## config.mk

```make
export PLATFORM = sky130hd
export DESIGN_NAME = z80_mmu_paged
export DESIGN_NICKNAME = d
export VERILOG_FILES = /design/src/rtl/z80_mmu_pkg.sv /design/src/rtl/z80_io_strobe.sv /design/src/rtl/z80_mmu_paged.sv
export SDC_FILE = /design/constraint.sdc
export NUM_CORES = 1
export LEC_CHECK = 0
export CAP_MARGIN = 20
export CORE_AREA = 2 2 113 115
export DETAILED_ROUTE_END_ITERATION = 12
export DIE_AREA = 0 0 115 117
export GPL_ROUTABILITY_DRIVEN = 0
export HOLD_SLACK_MARGIN = 0.06
export PLACE_DENSITY_LB_ADDON = 0.3
export REMOVE_ABC_BUFFERS = 1
export SKIP_CTS_REPAIR_TIMING = 1
export SLEW_MARGIN = 10
export SYNTH_ARGS = -nofsm -noshare
export SYNTH_HDL_FRONTEND = slang
export SYNTH_HIERARCHICAL = 1
export SYNTH_SLANG_ARGS = --single-unit
```

## constraint.sdc

```tcl
create_clock -name clk -period 2.5 [get_ports clk]
set_input_delay 0.5 -clock clk [delete_from_list [all_inputs] [get_ports clk]]
set_output_delay 0.5 -clock clk [all_outputs]
set_load 0.01 [all_outputs]
```

## src/rtl/z80_mmu_pkg.sv

```systemverilog
// Shared constants and types for the paged Z80 MMU.
package z80_mmu_pkg;

    localparam logic [3:0] OFF_CLKDIV = 4'h0;
    localparam logic [3:0] OFF_BEEP   = 4'h1;
    localparam logic [3:0] OFF_KEY    = 4'h2;
    localparam logic [7:0] KEY1_VAL   = 8'hA5;
    localparam logic [7:0] KEY2_VAL   = 8'h5A;

    typedef enum logic [1:0] {
        LOCKED = 2'd0,
        KEY1   = 2'd1,
        OPEN   = 2'd2
    } lock_state_t;

    // Captured I/O write: register offset inside the window plus data byte.
    typedef struct packed {
        logic [3:0] off;
        logic [7:0] data;
    } io_wr_t;

endpackage

```

## src/rtl/z80_io_strobe.sv

```systemverilog
// Brings the asynchronous Z80 I/O write select into the clk domain and
// emits one pulse per bus write, together with the captured offset/data.
module z80_io_strobe
    import z80_mmu_pkg::*;
(
    input  logic       clk,
    input  logic       reset,
    input  logic       wsel,
    input  logic [3:0] off_in,
    input  logic [7:0] data_in,
    output logic       wr_pulse,
    output io_wr_t     wr_info
);

    logic [1:0] sync_q, sync_d;
    logic       prev_q, prev_d;
    io_wr_t     cap_q,  cap_d;

    // Shift the synchroniser; latch offset/data as the second stage first goes high.
    always_comb begin
        sync_d = {sync_q[0], wsel};
        prev_d = sync_q[1];
        cap_d  = cap_q;
        if (sync_q[0] && !sync_q[1]) begin
            cap_d = '{off: off_in, data: data_in};
        end
    end

    // Synchroniser, edge-history and capture registers.
    always_ff @(posedge clk or negedge reset) begin
        if (!reset) begin
            sync_q <= '0;
            prev_q <= 1'b0;
            cap_q  <= '0;
        end else begin
            sync_q <= sync_d;
            prev_q <= prev_d;
            cap_q  <= cap_d;
        end
    end

    assign wr_pulse = sync_q[1] & ~prev_q;
    assign wr_info  = cap_q;

endmodule

```

## src/rtl/z80_mmu_paged.sv

```systemverilog
// Paged Z80 MMU: page map with key-locked writes, sysclk divider and beeper.
module z80_mmu_paged
    import z80_mmu_pkg::*;
#(
    parameter int unsigned PAGE_BITS = 3,
    parameter int unsigned MAP_W     = 8,
    parameter logic [7:0]  IO_BASE   = 8'hD0,
    parameter int unsigned CLKDIV_W  = 2,
    parameter int unsigned BEEP_PRE  = 8
) (
    input  logic                 clk,
    input  logic                 reset,
    input  logic                 iorq,
    input  logic                 mreq,
    input  logic                 rd,
    input  logic                 wr,
    input  logic [7:0]           a07,
    input  logic [PAGE_BITS-1:0] a_hi,
    input  logic [7:0]           data_in,
    output logic [7:0]           data_out,
    output logic                 data_oe,
    output logic [MAP_W-2:0]     pa,
    output logic                 romen,
    output logic                 ramen,
    output logic                 sysclk,
    output logic                 beep
);

    localparam int unsigned NPAGES = 2 ** PAGE_BITS;

    logic                 hit_c, wsel_c, wr_pulse;
    io_wr_t               wr_info;
    logic                 clkdiv_we_c, beep_we_c, key_we_c, page_wr_c, page_we_c;
    logic [PAGE_BITS-1:0] wr_idx_c;
    logic [7:0]           rdata_c;
    logic [MAP_W-1:0]     entry_c;

    lock_state_t          state_q, state_d;
    logic [MAP_W-1:0]     map_q [NPAGES];
    logic [MAP_W-1:0]     map_d [NPAGES];
    logic [CLKDIV_W-1:0]  clkdiv_q, clkdiv_d, cnt_q, cnt_d;
    logic [7:0]           beep_val_q, beep_val_d, per_q, per_d;
    logic [BEEP_PRE-1:0]  pre_q, pre_d;
    logic                 sysclk_q, sysclk_d, beep_q, beep_d;

    // Page entries sit at offsets 8 .. 8+NPAGES-1 of the window.
    function automatic logic is_page(input logic [3:0] off);
        return off[3] && ({1'b0, off[2:0]} < 4'(NPAGES));
    endfunction

    assign hit_c  = (a07[7:4] == IO_BASE[7:4]);
    assign wsel_c = ~iorq & ~wr & hit_c;

    z80_io_strobe u_strobe (
        .clk      (clk),
        .reset    (reset),
        .wsel     (wsel_c),
        .off_in   (a07[3:0]),
        .data_in  (data_in),
        .wr_pulse (wr_pulse),
        .wr_info  (wr_info)
    );

    assign clkdiv_we_c = wr_pulse && (wr_info.off == OFF_CLKDIV);
    assign beep_we_c   = wr_pulse && (wr_info.off == OFF_BEEP);
    assign key_we_c    = wr_pulse && (wr_info.off == OFF_KEY);
    assign page_wr_c   = wr_pulse && is_page(wr_info.off);
    assign wr_idx_c    = wr_info.off[PAGE_BITS-1:0];

    // Lock state register.
    always_ff @(posedge clk or negedge reset) begin
        if (!reset) state_q <= LOCKED;
        else        state_q <= state_d;
    end

    // Lock next state: only key writes advance or abort the sequence.
    always_comb begin
        state_d = state_q;
        if (key_we_c) begin
            case (state_q)
                LOCKED:  state_d = (wr_info.data == KEY1_VAL) ? KEY1 : LOCKED;
                KEY1:    state_d = (wr_info.data == KEY2_VAL) ? OPEN : LOCKED;
                default: state_d = LOCKED;
            endcase
        end
    end

    // Lock outputs: page writes are honoured only while open.
    always_comb begin
        page_we_c = 1'b0;
        if (state_q == OPEN && page_wr_c) page_we_c = 1'b1;
    end

    // Next state for the register file, sysclk divider and beeper.
    always_comb begin
        for (int i = 0; i < NPAGES; i++) map_d[i] = map_q[i];
        clkdiv_d   = clkdiv_q;
        beep_val_d = beep_val_q;
        cnt_d      = CLKDIV_W'(cnt_q + 1'b1);
        sysclk_d   = sysclk_q;
        pre_d      = pre_q;
        per_d      = per_q;
        beep_d     = beep_q;

        if (page_we_c)   map_d[wr_idx_c] = wr_info.data[MAP_W-1:0];
        if (clkdiv_we_c) clkdiv_d = wr_info.data[CLKDIV_W-1:0];

        // >= so that lowering clkdiv mid-count ends the half-period at once.
        if (cnt_q >= clkdiv_q) begin
            cnt_d    = '0;
            sysclk_d = ~sysclk_q;
        end

        if (beep_we_c) begin
            beep_val_d = wr_info.data;
            pre_d      = '0;
            per_d      = '0;
            if (wr_info.data == 8'h00) beep_d = 1'b0;
        end else if (beep_val_q == 8'h00) begin
            beep_d = 1'b0;
        end else begin
            pre_d = BEEP_PRE'(pre_q + 1'b1);
            if (&pre_q) begin
                if (per_q == beep_val_q - 8'd1) begin
                    per_d  = '0;
                    beep_d = ~beep_q;
                end else begin
                    per_d = per_q + 8'd1;
                end
            end
        end
    end

    // Register file, divider and beeper state.
    always_ff @(posedge clk or negedge reset) begin
        if (!reset) begin
            for (int i = 0; i < NPAGES; i++)
                map_q[i] <= (i == 0) ? '0 : {1'b1, (MAP_W-1)'(i)};
            clkdiv_q   <= CLKDIV_W'(1);
            beep_val_q <= '0;
            cnt_q      <= '0;
            sysclk_q   <= 1'b0;
            pre_q      <= '0;
            per_q      <= '0;
            beep_q     <= 1'b0;
        end else begin
            for (int i = 0; i < NPAGES; i++) map_q[i] <= map_d[i];
            clkdiv_q   <= clkdiv_d;
            beep_val_q <= beep_val_d;
            cnt_q      <= cnt_d;
            sysclk_q   <= sysclk_d;
            pre_q      <= pre_d;
            per_q      <= per_d;
            beep_q     <= beep_d;
        end
    end

    assign sysclk = sysclk_q;
    assign beep   = beep_q;

    // Zero-latency register read-back.
    always_comb begin
        rdata_c = '0;
        if (is_page(a07[3:0])) begin
            rdata_c = 8'(map_q[a07[PAGE_BITS-1:0]]);
        end else begin
            case (a07[3:0])
                OFF_CLKDIV: rdata_c = 8'(clkdiv_q);
                OFF_BEEP:   rdata_c = beep_val_q;
                OFF_KEY:    rdata_c = {6'b0, state_q};
                default:    rdata_c = '0;
            endcase
        end
        data_oe  = ~iorq & ~rd & hit_c;
        data_out = data_oe ? rdata_c : 8'h00;
    end

    // Combinational address translation and chip selects.
    always_comb begin
        entry_c = map_q[a_hi];
        pa      = entry_c[MAP_W-2:0];
        romen   = mreq | entry_c[MAP_W-1];
        ramen   = mreq | ~entry_c[MAP_W-1];
    end

endmodule

```

==> run metrics <==
status completed; fin cells 676; Fill cells 966; fin area 7200 um^2; Die Y 117 um; worst vdd ir 338 uV; placed inst area 6790 um^2; slew of the pin with the lowest slew margin 0.635 ns; Placement Setup Slack -0.822 ns; drt via density 5.93; number of max-cap violations 0; WP data required 2.00 ns; leak pwr 3.32 nW; Mapped Area 6010 um^2; Final Critical Period 2.46 ns; top post-synthesis cells by area dfrtp_1, mux2_2, mux4_2; initial core utilization 48.8%; wire length per cell 20.1 um; largest family of logic cells by synthesized area multiplexers; Netlist cell types 51; number of synthesized flops with an enable pin 0; clock skew 0.00494 ns; Setup CP Type in -> out; Tcrit/Tclk final 98.2%; highest clock rate 0.407 GHz; crit start category input pin; Root Driver clkbuf_16; simple-gate share of the synthesized area 10.7%; total core area 12,300 um^2; Mapped Cells 457; Compound-Gate Fraction of Synth Area 4.54%; mux cell area share after synthesis 31.9%; yosys warns 6; syn_area_per_cell 13.1 um^2; Ant. Diodes 0; full die area 13,500 um^2; CTS tree done; row count 41; sequential share of the synthesized area 46.7%; DRT antenna net count 0; routed vias 4,010; final slew viol count 0; leading area contributor after synthesis dfrtp_1; async set or reset register ratio after synthesis 100%; io pins 45; worst skew pair latency 0.35 ns; Worst Hold Class in -> async; vias in the first global route 4,190; Global Route Usage Sum 21.5%; Critical Path Sink Type primary output; post-synth top area share 37.9%; Post-DP HPWL 9450 um; clock slew at reported path FFs 0.07 ns; drt total wl 13,600 um; pwr/cell area 530 nW/um^2; crit path DAT 1.96 ns; Final Core Density 58.5%; die width 115 um; CTS Buf Count 9; final hold vios 0; First-pass DRT Iterations 4; port buffer count 44; grt ovf 0; nets 552; final setup fails 0; Hold WS 0.127 ns; clock net sink count 111; Clock Tree Buf Depth 2; layout cells sized above 1 44.3%; Slew HR 57.5%; Placed Cells 654; H-tree level count 3; DR iter-0 viols 303; XOR/XNOR Fraction of Synth Area 2.48%; initial antenna violation count 0; #FFs+latches synth 111; largest net degree at the start of global routing 54; setup TNS 0 ns; Power, Total 3.82 mW; area growth from synthesis to layout 20.0%; DRC violations left 0; first-pass GRT wire length 21,700 um; Synth Area in Adders 1.25%; setup ws final 0.0445 ns; crit-path max FO 6; RSZ-0062 raised after global routing false; Post-synth top flop dfrtp_1
-- flip-flops by register name, indices dropped and copies added (netlist names) --
name              count
beep                  1
clkdiv_q              2
u_strobe/sync_q       2
sysclk                1
u_strobe/prev_q       1
state_q               2
per_q                 8
u_strobe/wr_info     12
map_q                64
beep_val_q            8
cnt_q                 2
pre_q                 8
-- critical path: stages --
cell             delay [ns]
clkdlybuf4s50_1        0.42
nor2_1                 0.11
nand4_1                0.13
or2_4                  0.28
buf_4                  0.17
nor2_1                 0.17
clkbuf_2               0.16
-- report_power, final --
part / switching (mW) / internal [mW] / total [mW] / leakage (nW)
Combinational: 0.212 / 0.251 / 0.463 / 1.74
Clock: 0.608 / 0.705 / 1.31 / 0.128
Sequential: 0.163 / 1.88 / 2.04 / 1.46
Total: 0.983 / 2.83 / 3.82 / 3.32
-- path summary, 6_finish.rpt --
path                                    startpoint                  to  slack [ns]  cells past startpoint
worst min-delay path                         reset                beep        0.13                      1
worst min register to register  u_strobe/sync_q[0]  u_strobe/sync_q[1]        0.39                      0
worst max-delay path                          iorq         data_out[2]        0.04                      7
max in group asynchronous                    reset            map_q[9]        1.66                      2
worst max register to register       beep_val_q[0]                beep        0.25                      7
min in group clk                u_strobe/sync_q[0]  u_strobe/sync_q[1]        0.39                      0
-- synth_stat cells, drive strengths merged, types with 2 or more instances --
library cell and n:
nor2 28, buf 8, nand3 10, o21ai 12, or3 9, nor2b 5, ha 6, a22oi 8
mux2 99, nand2 18, o311ai 2, mux4 32, or2 2, or4 2, dfstp 20, nor4b 2
inv 6, nor3 7, a211oi 5, clkbuf 21, a21o 2, and4 2, nor4 5, and3b 2
xor2 10, dfrtp 91, nand2b 4, a21oi 5, mux2i 4, xnor2 7, nand4 9, and3 4
-- layout by cell type, fill, tap and decap left out, types with 5 or more instances in the layout --
master           instances
dfrtp_1                 91
mux2_2                  86
mux4_2                  32
buf_4                   29
nor2_1                  27
dfstp_2                 20
clkdlybuf4s50_1         20
nand2_1                 18
mux2_4                  13
o21ai_0                 12
clkbuf_16               12
dlymetal6s2s_1          11
nand3_1                 10
xor2_1                  10
clkbuf_2                10
nand4_1                  9
or3_1                    8
xnor2_1                  7
inv_1                    6
a22oi_2                  6
nor3_1                   6
ha_1                     6
a21oi_1                  5
a211oi_1                 5
clkbuf_1                 5
-- routing by layer --
layer  routed length (um)  GRT usage, %  part of all wire (%)  up-vias
li1                     -             -                     -     1842
met1                 5840          27.2                    43     2071
met2                 7060          37.0                    52       72
met3                  429          2.94                   3.2       25
met4                  276          9.72                   2.0        0
met5                    0             0                     0        -
-- cell families after synthesis --
| family | count (synthesis) |
|---|---|
| AO/OA/AOI/OAI | 40 |
| XOR/XNOR | 17 |
| adder cells (fa/ha/maj) | 6 |
| buffers and inverters | 35 |
| flip-flops | 111 |
| multiplexers | 135 |
| AND/OR/NAND/NOR | 113 |
-- cell type report --
cell class / count / area, um^2 / share of cell area (%)
multi-input combinational: 311 / 3120 / 43.3
sequential: 111 / 2800 / 38.9
timing repair buffer: 82 / 811 / 11.3
clock buffer: 15 / 258 / 3.58
tap: 150 / 188 / 2.61
inverter: 6 / 22.5 / 0.313
clock inverter: 1 / 5.00 / 0.0695
No activity file was read; power rests on OpenSTA's default activity.
